## src/rtl/led_mode_ctrl.sv

```systemverilog
// led_mode_ctrl: pushbutton debounce, PULSE clock divider and one-hot mode sequencer.
// Define LED_CTRL_SPEED_EN to build the KEY_SPEED path, SPEED register and variable divider.
module led_mode_ctrl #(
    parameter int NUM_MODES   = 4,
    parameter int DIV_BASE    = 3_125_000,
    parameter int DEB_CYCLES  = 1_000_000,
    parameter int HOLD_CYCLES = 50_000_000
) (
    input  logic                 CLK,
    input  logic                 RESET,
    input  logic                 KEY_NEXT,
    input  logic                 KEY_SPEED,
    output logic                 PULSE,
    output logic [NUM_MODES-1:0] MODE_ON,
    output logic [2:0]           MODE_IDX,
    output logic                 ACTIVE,
    output logic [1:0]           SPEED
);
    localparam int DEB_W  = $clog2(DEB_CYCLES + 1);
    localparam int HOLD_W = $clog2(HOLD_CYCLES + 1);
    localparam int DIV_W  = $clog2(DIV_BASE * 8 + 1);

    localparam logic [DEB_W-1:0]  DEB_LAST  = DEB_W'(DEB_CYCLES - 1);
    localparam logic [HOLD_W-1:0] HOLD_MAX  = HOLD_W'(HOLD_CYCLES);
    localparam logic [HOLD_W-1:0] HOLD_LAST = HOLD_W'(HOLD_CYCLES - 1);
    localparam logic [2:0]        LAST_MODE = 3'(NUM_MODES - 1);

    typedef enum logic [1:0] {S_IDLE, S_GAP, S_RUN} state_t;

    logic              next_s1, next_s2, next_deb;
    logic [DEB_W-1:0]  next_cnt;
    logic [HOLD_W-1:0] hold_cnt;
    logic              short_evt, long_evt;
    logic [DIV_W-1:0]  div_cnt, half_last;
    logic              pulse_prev, pulse_rise;
    state_t            state, state_nx;
    logic [2:0]        tgt, tgt_nx;
    logic              tgt_idle, tgt_idle_nx;
    logic [1:0]        gap_cnt, gap_nx;
    logic [NUM_MODES-1:0] mode_nx;

    function automatic logic [2:0] next_mode(input logic [2:0] m);
        return (m == LAST_MODE) ? 3'd0 : m + 3'd1;
    endfunction

    // KEY_NEXT: synchroniser, then level accepted only after DEB_CYCLES stable cycles
    always_ff @(posedge CLK or posedge RESET) begin
        if (RESET) begin
            next_s1  <= 1'b1;
            next_s2  <= 1'b1;
            next_deb <= 1'b1;
            next_cnt <= '0;
        end else begin
            next_s1 <= KEY_NEXT;
            next_s2 <= next_s1;
            if (next_s2 == next_deb) begin
                next_cnt <= '0;
            end else if (next_cnt == DEB_LAST) begin
                next_deb <= next_s2;
                next_cnt <= '0;
            end else begin
                next_cnt <= next_cnt + DEB_W'(1);
            end
        end
    end

    // Hold counter saturates at HOLD_CYCLES so a long press never also yields a short event
    always_ff @(posedge CLK or posedge RESET) begin
        if (RESET) begin
            hold_cnt  <= '0;
            short_evt <= 1'b0;
            long_evt  <= 1'b0;
        end else if (!next_deb) begin
            short_evt <= 1'b0;
            long_evt  <= (hold_cnt == HOLD_LAST);
            if (hold_cnt != HOLD_MAX) begin
                hold_cnt <= hold_cnt + HOLD_W'(1);
            end
        end else begin
            short_evt <= (hold_cnt != '0) && (hold_cnt != HOLD_MAX);
            long_evt  <= 1'b0;
            hold_cnt  <= '0;
        end
    end

`ifdef LED_CTRL_SPEED_EN
    logic             spd_s1, spd_s2, spd_deb, spd_prev, speed_evt;
    logic [DEB_W-1:0] spd_cnt;
    logic [1:0]       speed_q;

    always_ff @(posedge CLK or posedge RESET) begin
        if (RESET) begin
            spd_s1    <= 1'b1;
            spd_s2    <= 1'b1;
            spd_deb   <= 1'b1;
            spd_prev  <= 1'b1;
            spd_cnt   <= '0;
            speed_evt <= 1'b0;
            speed_q   <= 2'd0;
        end else begin
            spd_s1    <= KEY_SPEED;
            spd_s2    <= spd_s1;
            spd_prev  <= spd_deb;
            speed_evt <= spd_prev & ~spd_deb;
            if (speed_evt) begin
                speed_q <= speed_q + 2'd1;
            end
            if (spd_s2 == spd_deb) begin
                spd_cnt <= '0;
            end else if (spd_cnt == DEB_LAST) begin
                spd_deb <= spd_s2;
                spd_cnt <= '0;
            end else begin
                spd_cnt <= spd_cnt + DEB_W'(1);
            end
        end
    end

    assign SPEED = speed_q;
`else
    logic unused_key_speed;
    assign unused_key_speed = KEY_SPEED;
    assign SPEED = 2'd0;
`endif

    // ">=" rather than "==" so a speed decrease cannot leave the counter stranded above H-1
    assign half_last  = (DIV_W'(DIV_BASE) << SPEED) - DIV_W'(1);
    assign pulse_rise = PULSE & ~pulse_prev;

    always_ff @(posedge CLK or posedge RESET) begin
        if (RESET) begin
            div_cnt    <= '0;
            PULSE      <= 1'b0;
            pulse_prev <= 1'b0;
        end else begin
            pulse_prev <= PULSE;
            if (div_cnt >= half_last) begin
                div_cnt <= '0;
                PULSE   <= ~PULSE;
            end else begin
                div_cnt <= div_cnt + DIV_W'(1);
            end
        end
    end

    always_ff @(posedge CLK or posedge RESET) begin
        if (RESET) begin
            state    <= S_IDLE;
            tgt      <= 3'd0;
            tgt_idle <= 1'b1;
            gap_cnt  <= 2'd0;
            MODE_ON  <= '0;
        end else begin
            state    <= state_nx;
            tgt      <= tgt_nx;
            tgt_idle <= tgt_idle_nx;
            gap_cnt  <= gap_nx;
            MODE_ON  <= mode_nx;
        end
    end

    // Leaving GAP on the second rise itself puts MODE_ON up one CLK after that rise
    always_comb begin
        state_nx    = state;
        tgt_nx      = tgt;
        tgt_idle_nx = tgt_idle;
        gap_nx      = gap_cnt;
        case (state)
            S_IDLE: begin
                if (short_evt) begin
                    tgt_nx      = 3'd0;
                    tgt_idle_nx = 1'b0;
                    gap_nx      = 2'd0;
                    state_nx    = S_GAP;
                end
            end
            S_GAP: begin
                if (short_evt) begin
                    tgt_nx      = tgt_idle ? 3'd0 : next_mode(tgt);
                    tgt_idle_nx = 1'b0;
                end else if (long_evt) begin
                    tgt_idle_nx = 1'b1;
                end
                if (pulse_rise) begin
                    gap_nx = gap_cnt + 2'd1;
                    if (gap_cnt == 2'd1) begin
                        state_nx = tgt_idle_nx ? S_IDLE : S_RUN;
                    end
                end
            end
            S_RUN: begin
                if (short_evt) begin
                    tgt_nx   = next_mode(tgt);
                    gap_nx   = 2'd0;
                    state_nx = S_GAP;
                end else if (long_evt) begin
                    tgt_idle_nx = 1'b1;
                    gap_nx      = 2'd0;
                    state_nx    = S_GAP;
                end
            end
            default: state_nx = S_IDLE;
        endcase
        mode_nx = (state_nx == S_RUN) ? (NUM_MODES'(1) << tgt_nx) : '0;
    end

    assign MODE_IDX = tgt_idle ? 3'd0 : tgt;
    assign ACTIVE   = (state == S_RUN);

endmodule
```

## config.mk

```make
export PLATFORM = sky130hd
export DESIGN_NAME = led_mode_ctrl
export DESIGN_NICKNAME = d
export VERILOG_FILES = /design/src/rtl/led_mode_ctrl.sv
export SDC_FILE = /design/constraint.sdc
export NUM_CORES = 1
export LEC_CHECK = 0
export CAP_MARGIN = 20
export CORE_MARGIN = 2
export CORE_UTILIZATION = 55
export CTS_CLUSTER_SIZE = 14
export DETAILED_ROUTE_END_ITERATION = 8
export PLACE_DENSITY_LB_ADDON = 0.25
export SETUP_SLACK_MARGIN = 0.02
export SYNTH_ARGS = -nofsm -noshare
export SYNTH_HDL_FRONTEND = slang
export SYNTH_SLANG_ARGS = --single-unit
```

## constraint.sdc

```tcl
create_clock -name CLK -period 4.22 [get_ports CLK]
set_clock_uncertainty 0.1 [all_clocks]
set_input_delay 0.633 -clock CLK [delete_from_list [all_inputs] [get_ports CLK]]
set_output_delay 0.633 -clock CLK [all_outputs]
set_load 0.005 [all_outputs]
```

==> results of run 1 <==
worst max-delay path, stage by stage, from the launching register on:
cell	delay, ns
dfrtp_1	0.44
inv_1	0.10
ha_1	0.20
clkdlybuf4s50_1	0.51
layer usage:
| metal | share of wire, % | up-vias | routed length [um] |
|---|---|---|---|
| li1 | - | 1586 | - |
| met3 | 2.7 | 11 | 200 |
| met2 | 46 | 45 | 3480 |
| met5 | 0 | - | 0 |
| met4 | 1.5 | 0 | 114 |
| met1 | 50 | 1525 | 3750 |
Yosys cell counts (2+ instances only):
cell type / instances / area [um2]
a21boi_0: 2 / 15.0
a21oi_1: 9 / 45.0
a221o_1: 2 / 20.0
a31oi_1: 3 / 18.8
and2_1: 6 / 37.5
and3_1: 8 / 50.1
and4_1: 2 / 17.5
buf_2: 2 / 10.0
buf_4: 3 / 22.5
clkbuf_1: 4 / 15.0
dfrtp_1: 86 / 2150
dfstp_2: 4 / 105
ha_1: 10 / 125
inv_1: 22 / 82.6
nand2_1: 26 / 97.6
nand2b_1: 4 / 25.0
nand3_1: 26 / 130
nand3b_1: 3 / 22.5
nand4_1: 20 / 125
nor2_1: 78 / 293
nor2b_1: 4 / 25.0
nor3_1: 16 / 80.1
nor4_1: 8 / 50.1
nor4_2: 2 / 25.0
o211ai_1: 2 / 15.0
o21a_1: 2 / 15.0
o21ai_0: 8 / 40.0
or2_1: 2 / 12.5
or3_1: 7 / 43.8
or4_1: 2 / 15.0
xnor2_1: 22 / 193
xor2_1: 37 / 324
registers in the layout, indices dropped and copies added (netlist names), 2 cells and up:
name      flops
div_cnt      25
next_cnt     20
MODE_ON       4
gap_cnt       2
tgt           3
hold_cnt     26
state         2
through the flow:
stage	total power [uW]	hold WS, ns	util (%)	cells	setup slack [ns]
floorplan	937	0.245	-	461	1.16
global placement	956	0.246	59.9	566	2.12
detailed placement	960	0.247	59.9	566	2.10
CTS	1470	0.259	62.0	582	1.86
global route	1520	0.268	62.0	582	1.78
finish	1450	0.258	62.0	582	1.89
cell families after synthesis:
family | Yosys count | share of synthesized area [%]
AO/OA/AOI/OAI | 38 | 5.50
XOR/XNOR | 59 | 11.6
adder cells (fa/ha/maj) | 10 | 2.81
buffers and inverters | 34 | 3.20
flip-flops | 90 | 50.6
multiplexers | 2 | 0.477
other | 1 | 0.0841
AND/OR/NAND/NOR | 223 | 25.7
final timing paths:
kind / start / to / slack [ns] / depth (start not counted)
min in group asynchronous: RESET / div_cnt[24]$_DFF_PP0_ / 0.48 / 2
max in group asynchronous: RESET / tgt_idle$_DFFE_PP1P_ / 2.73 / 3
min: next_s1$_DFF_PP1_ / next_s2$_DFF_PP1_ / 0.26 / 0
min reg2reg: next_s1$_DFF_PP1_ / next_s2$_DFF_PP1_ / 0.26 / 0
max: state[0]$_DFF_PP0_ / ACTIVE / 1.89 / 3
max reg2reg: hold_cnt[1]$_DFFE_PP0P_ / hold_cnt[24]$_DFFE_PP0P_ / 2.08 / 6
power by group through the flow:
stage	clock network (uW)	registers [uW]	logic, uW
floorplan	0	903	34.4
global placement	0	903	53.0
detailed placement	0	905	54.7
CTS	528	888	54.8
global route	565	891	61.6
finish	512	888	52.3
final cells by class:
| type | instances | area, um2 | area share, % |
|---|---|---|---|
| clock buffers | 9 | 124 | 2.56 |
| clock inverters | 7 | 45.0 | 0.930 |
| inverters | 24 | 92.6 | 1.91 |
| multi-input cells | 337 | 2070 | 42.8 |
| flip-flops and latches | 90 | 2260 | 46.6 |
| well taps | 102 | 128 | 2.63 |
| repair buffers | 13 | 125 | 2.58 |
==> impl_metrics.env, run 1 <==
export IMPL_ir_drop_v=0.000170
export IMPL_drc=0
export IMPL_grt_pass1_wl_um=13700
export IMPL_syn_avg_cell_area_um2=9.75
export IMPL_grt_pass1_vias=3119
export IMPL_cts_made_buffers=9
export IMPL_grt_antenna_before_repair=0
export IMPL_p_per_area_mw_per_mm2=300
export IMPL_hpwl_um=5210
export IMPL_max_slew_margin_pct=53.6
export IMPL_antenna_left=0
export IMPL_worstMarginPinSlew_ns=0.690
export IMPL_hold_path_class="flip-flop to flip-flop"
export IMPL_cts_setup_buffers=0
export IMPL_cp_start_kind="flip-flop"
export IMPL_power_frac_comb_pct=3.6
export IMPL_clk_pin_slew_ns=0.08
export IMPL_h_tree_depth=3
export IMPL_port_buffers=11
export IMPL_clk_latency_ns=0.35
export IMPL_synth_main_ff_cell="dfrtp_1"
export IMPL_power_leakage_uw=0.00207
export IMPL_internal_power_uw=1110
export IMPL_drive_gt1_share_pct=7.29
export IMPL_fillers=660
export IMPL_fmax_ghz=0.429
export IMPL_netlist_cell_type_count=57
export IMPL_grt_busiest_layer="met2"
export IMPL_p_sw_uw=342
export IMPL_synth_edf_count=0
export IMPL_wirelength_um=7540
export IMPL_hold_buffers=0
export IMPL_final_area_mm2=0.00484
export IMPL_grt_use_met1_pct=26.0
export IMPL_fp_row_count=32
export IMPL_cts_sinks=90
export IMPL_dr_pass1_iters=4
export IMPL_period_share_pct=55.3
export IMPL_diodes=0
export IMPL_min_period_ns=2.33
export IMPL_dieArea_mm2=0.00884
export IMPL_cts_tree="built"
export IMPL_fin_nets=489
export IMPL_fp_coreArea_mm2=0.00781
export IMPL_start_util_pct=57.1
export IMPL_cp_max_fo=6
export IMPL_power_switching_share_pct=23.6
export IMPL_die_w_um=94.0
export IMPL_setup_tns_ns=0
export IMPL_syn_to_final_growth_pct=8.68
export IMPL_crit_required_ns=3.49
export IMPL_num_io_pins=15
export IMPL_final_cell_mix="86 x dfrtp_1, 78 x nor2_1, 37 x xor2_1"
export IMPL_async_reset_ff_share_pct=100
export IMPL_avgRoutedWirePerCell_um=13.0
export IMPL_cts_resized=0
export IMPL_synth_seq_cells=90
export IMPL_final_common_cell="dfrtp_1"
export IMPL_pwr_share_clk_pct=35.3
export IMPL_drt_iter0_drc=190
export IMPL_maxCapViolCount=0
export IMPL_yosysSeqAreaShare_pct=50.6
export IMPL_slew_violations=0
export IMPL_grt_met3_usage_pct=3.29
export IMPL_ys_warn_count=0
export IMPL_gr_usage_met2_pct=31.3
export IMPL_rsz0062_at_grt="false"
export IMPL_netlist_area_mm2=0.00446
export IMPL_sequentialPowerShare_pct=61.1
export IMPL_die_h_um=94.0
export IMPL_placed_area_mm2=0.00467
export IMPL_setup_violations=0
export IMPL_grt_max_degree=37
export IMPL_hold_violations=0
export IMPL_vias_per_cell=5.44
export IMPL_arrival_ns=1.60
export IMPL_vias=3167
export IMPL_outcome="finished, final reports clean"
export IMPL_grt_ovfl_total=0
export IMPL_crit_type="flip-flop to primary output"
export IMPL_gp_congestion=0.817
export IMPL_clockBufferDepth=2
export IMPL_netlist_instances=457
export IMPL_crit_path_end_kind="primary output"
export IMPL_cts_root_buffer="clkbuf_8"
export IMPL_track_usage_pct=19.3
(Power assumes the default switching activity.)
==> inputs of run 2 (changes only) <==
==> constraint.sdc (replaced) <==
create_clock -name CLK -period 2.15 [get_ports CLK]
set_clock_uncertainty 0.1 [all_clocks]
set_input_delay 0.3225 -clock CLK [delete_from_list [all_inputs] [get_ports CLK]]
set_output_delay 0.3225 -clock CLK [all_outputs]
set_load 0.005 [all_outputs]
==> run 2 against run 1 <==
Final cell count grew 1.5%; worst hold slack lost 0.089 ns; clock power grew to 2.5 times the previous value; register-to-register slack worse by 2.0 ns; critical endpoint unchanged; largest power group unchanged.
==> impl_metrics.env, run 2 (same netlist as run 1, synthesis figures left out) <==
export IMPL_vias_per_cell=5.48
export IMPL_rsz0062_at_grt="false"
export IMPL_dpl_cell_count=575
export IMPL_path_cells="inv_1, ha_2, clkdlybuf4s50_1"
export IMPL_power_leakage_uw=0.00215
export IMPL_grt_busiest_layer="met2"
export IMPL_cts_sinks=90
export IMPL_die_w_um=94.0
export IMPL_num_io_pins=15
export IMPL_final_cell_mix="86 x dfrtp_1, 78 x nor2_1, 37 x xor2_1"
export IMPL_fp_row_count=32
export IMPL_track_usage_pct=19.7
export IMPL_gp_congestion=0.886
export IMPL_p_per_area_mw_per_mm2=626
export IMPL_cts_made_buffers=9
export IMPL_period_share_pct=95.3
export IMPL_cts_tree="built"
export IMPL_die_h_um=94.0
export IMPL_slowest_stage="clkdlybuf4s50_1"
export IMPL_vias=3239
export IMPL_largest_reg_flops=26
export IMPL_slowest_delay_ns=0.50
export IMPL_crit_required_ns=1.73
export IMPL_syn_to_final_growth_pct=13.3
export IMPL_clk_latency_ns=0.35
export IMPL_antenna_left=0
export IMPL_diodes=0
export IMPL_drt_iter0_drc=129
export IMPL_hold_path_class="input port to asynchronous set/reset pin"
export IMPL_setup_violations=0
export IMPL_grt_antenna_before_repair=0
export IMPL_hpwl_um=5400
export IMPL_grt_max_degree=31
export IMPL_instances_no_fill=591
export IMPL_grt_use_met1_pct=28.3
export IMPL_setup_tns_ns=0
export IMPL_grt_met3_usage_pct=2.73
export IMPL_clk_pin_slew_ns=0.09
export IMPL_dieArea_mm2=0.00884
export IMPL_final_common_cell="dfrtp_1"
export IMPL_fmax_ghz=0.488
export IMPL_h_tree_depth=3
export IMPL_min_period_ns=2.05
export IMPL_maxCapViolCount=0
export IMPL_drc=0
export IMPL_cts_root_buffer="clkbuf_8"
export IMPL_grt_ovfl_total=0
export IMPL_ir_drop_v=0.000402
export IMPL_dr_pass1_iters=4
export IMPL_slew_violations=0
export IMPL_hold_violations=0
export IMPL_final_util_pct=64.7
export IMPL_cts_setup_buffers=0
export IMPL_avgRoutedWirePerCell_um=13.2
export IMPL_wirelength_um=7820
export IMPL_outcome="finished, final reports clean"
export IMPL_crit_type="flip-flop to primary output"
export IMPL_clockBufferDepth=2
export IMPL_start_util_pct=57.1
export IMPL_arrival_ns=1.63
export IMPL_cp_start_kind="flip-flop"
export IMPL_fin_nets=498
export IMPL_top_register="hold_cnt"
export IMPL_fp_coreArea_mm2=0.00781
export IMPL_grt_pass1_vias=3032
export IMPL_port_buffers=11
export IMPL_top_regs="hold_cnt: 26 flops, div_cnt: 25 flops, next_cnt: 20 flops"
export IMPL_crit_path_end_kind="primary output"
export IMPL_grt_pass1_wl_um=13900
export IMPL_gr_usage_met2_pct=30.2
export IMPL_drive_gt1_share_pct=9.61
export IMPL_cp_max_fo=6
## run 2: cell types whose count changed in the layout (fill, tap and decap cells not counted), moves of 2 or more
cell / previous run / this run
ha_2: 0 / 2
buf_4: 2 / 7
clkbuf_8: 9 / 11
buf_12: 0 / 4
clkinv_2: 5 / 0
ha_1: 10 / 8
clkinvlp_4: 1 / 3
bufinv_16: 0 / 2
## run 2: final timing paths
check / start / end / slack [ns] / cells after the start
worst max-delay path: state[0]$_DFF_PP0_ / ACTIVE / 0.10 / 3
worst min-delay path: RESET / hold_cnt[9]$_DFFE_PP0P_ / 0.17 / 2
worst max register to register: state[1]$_DFF_PP0_ / MODE_ON[0]$_DFF_PP0_ / 0.13 / 7
worst min register to register: next_s1$_DFF_PP1_ / next_s2$_DFF_PP1_ / 0.26 / 0
max in group asynchronous: RESET / tgt_idle$_DFFE_PP1P_ / 1.30 / 3
min in group CLK: next_s1$_DFF_PP1_ / next_s2$_DFF_PP1_ / 0.26 / 0
## run 2: layer usage
| layer | wire length, um | share of wire [%] |
|---|---|---|
| met1 | 3760 | 48 |
| met2 | 3680 | 47 |
| met3 | 277 | 3.5 |
| met4 | 106 | 1.4 |
| met5 | 0 | 0 |
## run 2: critical path, delay by kind of cell (launching register included)
family | cells | cell delay (ns)
fa+ha+maj | 1 | 0.22
buf+inv | 2 | 0.61
flops | 1 | 0.44
## run 2: area by class of cell
type                            count  area [um2]
Fill cell                         617        2760
Timing Repair Buffer               22         243
Multi-Input combinational cell    337        2100
Sequential cell                    90        2260
Clock buffer                       12         155
Clock inverter                      4        75.1
Tap cell                          102         128
Inverter                           24        95.1
## run 2: timing repair
item / in CTS / in global routing
resized for setup: 0 / 6
hold buffers: 0 / 0
setup endpoints to repair: 0 / 8
## run 2: power by group
part / switching, uW / internal, uW
Clock: 581 / 719
Combinational: 65.4 / 53.4
Sequential: 19.5 / 1720
Total: 666 / 2490
## run 2: stage by stage
stage | total power [uW] | hold WS [ns] | worst slack, ns | instance area, um2
final | 3160 | 0.169 | 0.100 | 5050
after global placement | 1890 | 0.246 | 0.133 | 4790
after floorplan | 1840 | 0.227 | 0.260 | 4480
after global routing | 3290 | 0.160 | 0.00291 | 5050
after detailed placement | 1900 | 0.247 | 0.0832 | 4790
after CTS | 3190 | 0.152 | 0.0526 | 5020
==> inputs of run 3 (changes only) <==
--- a/config.mk
+++ b/config.mk
@@ -12,6 +12,7 @@
 export DETAILED_ROUTE_END_ITERATION = 8
 export PLACE_DENSITY_LB_ADDON = 0.25
 export SETUP_SLACK_MARGIN = 0.02
+export SLEW_MARGIN = 20
 export SYNTH_ARGS = -nofsm -noshare
 export SYNTH_HDL_FRONTEND = slang
 export SYNTH_SLANG_ARGS = --single-unit
==> results of run 3 <==
Same layout as run 2: the final DEF is identical, and so are final timing and power.
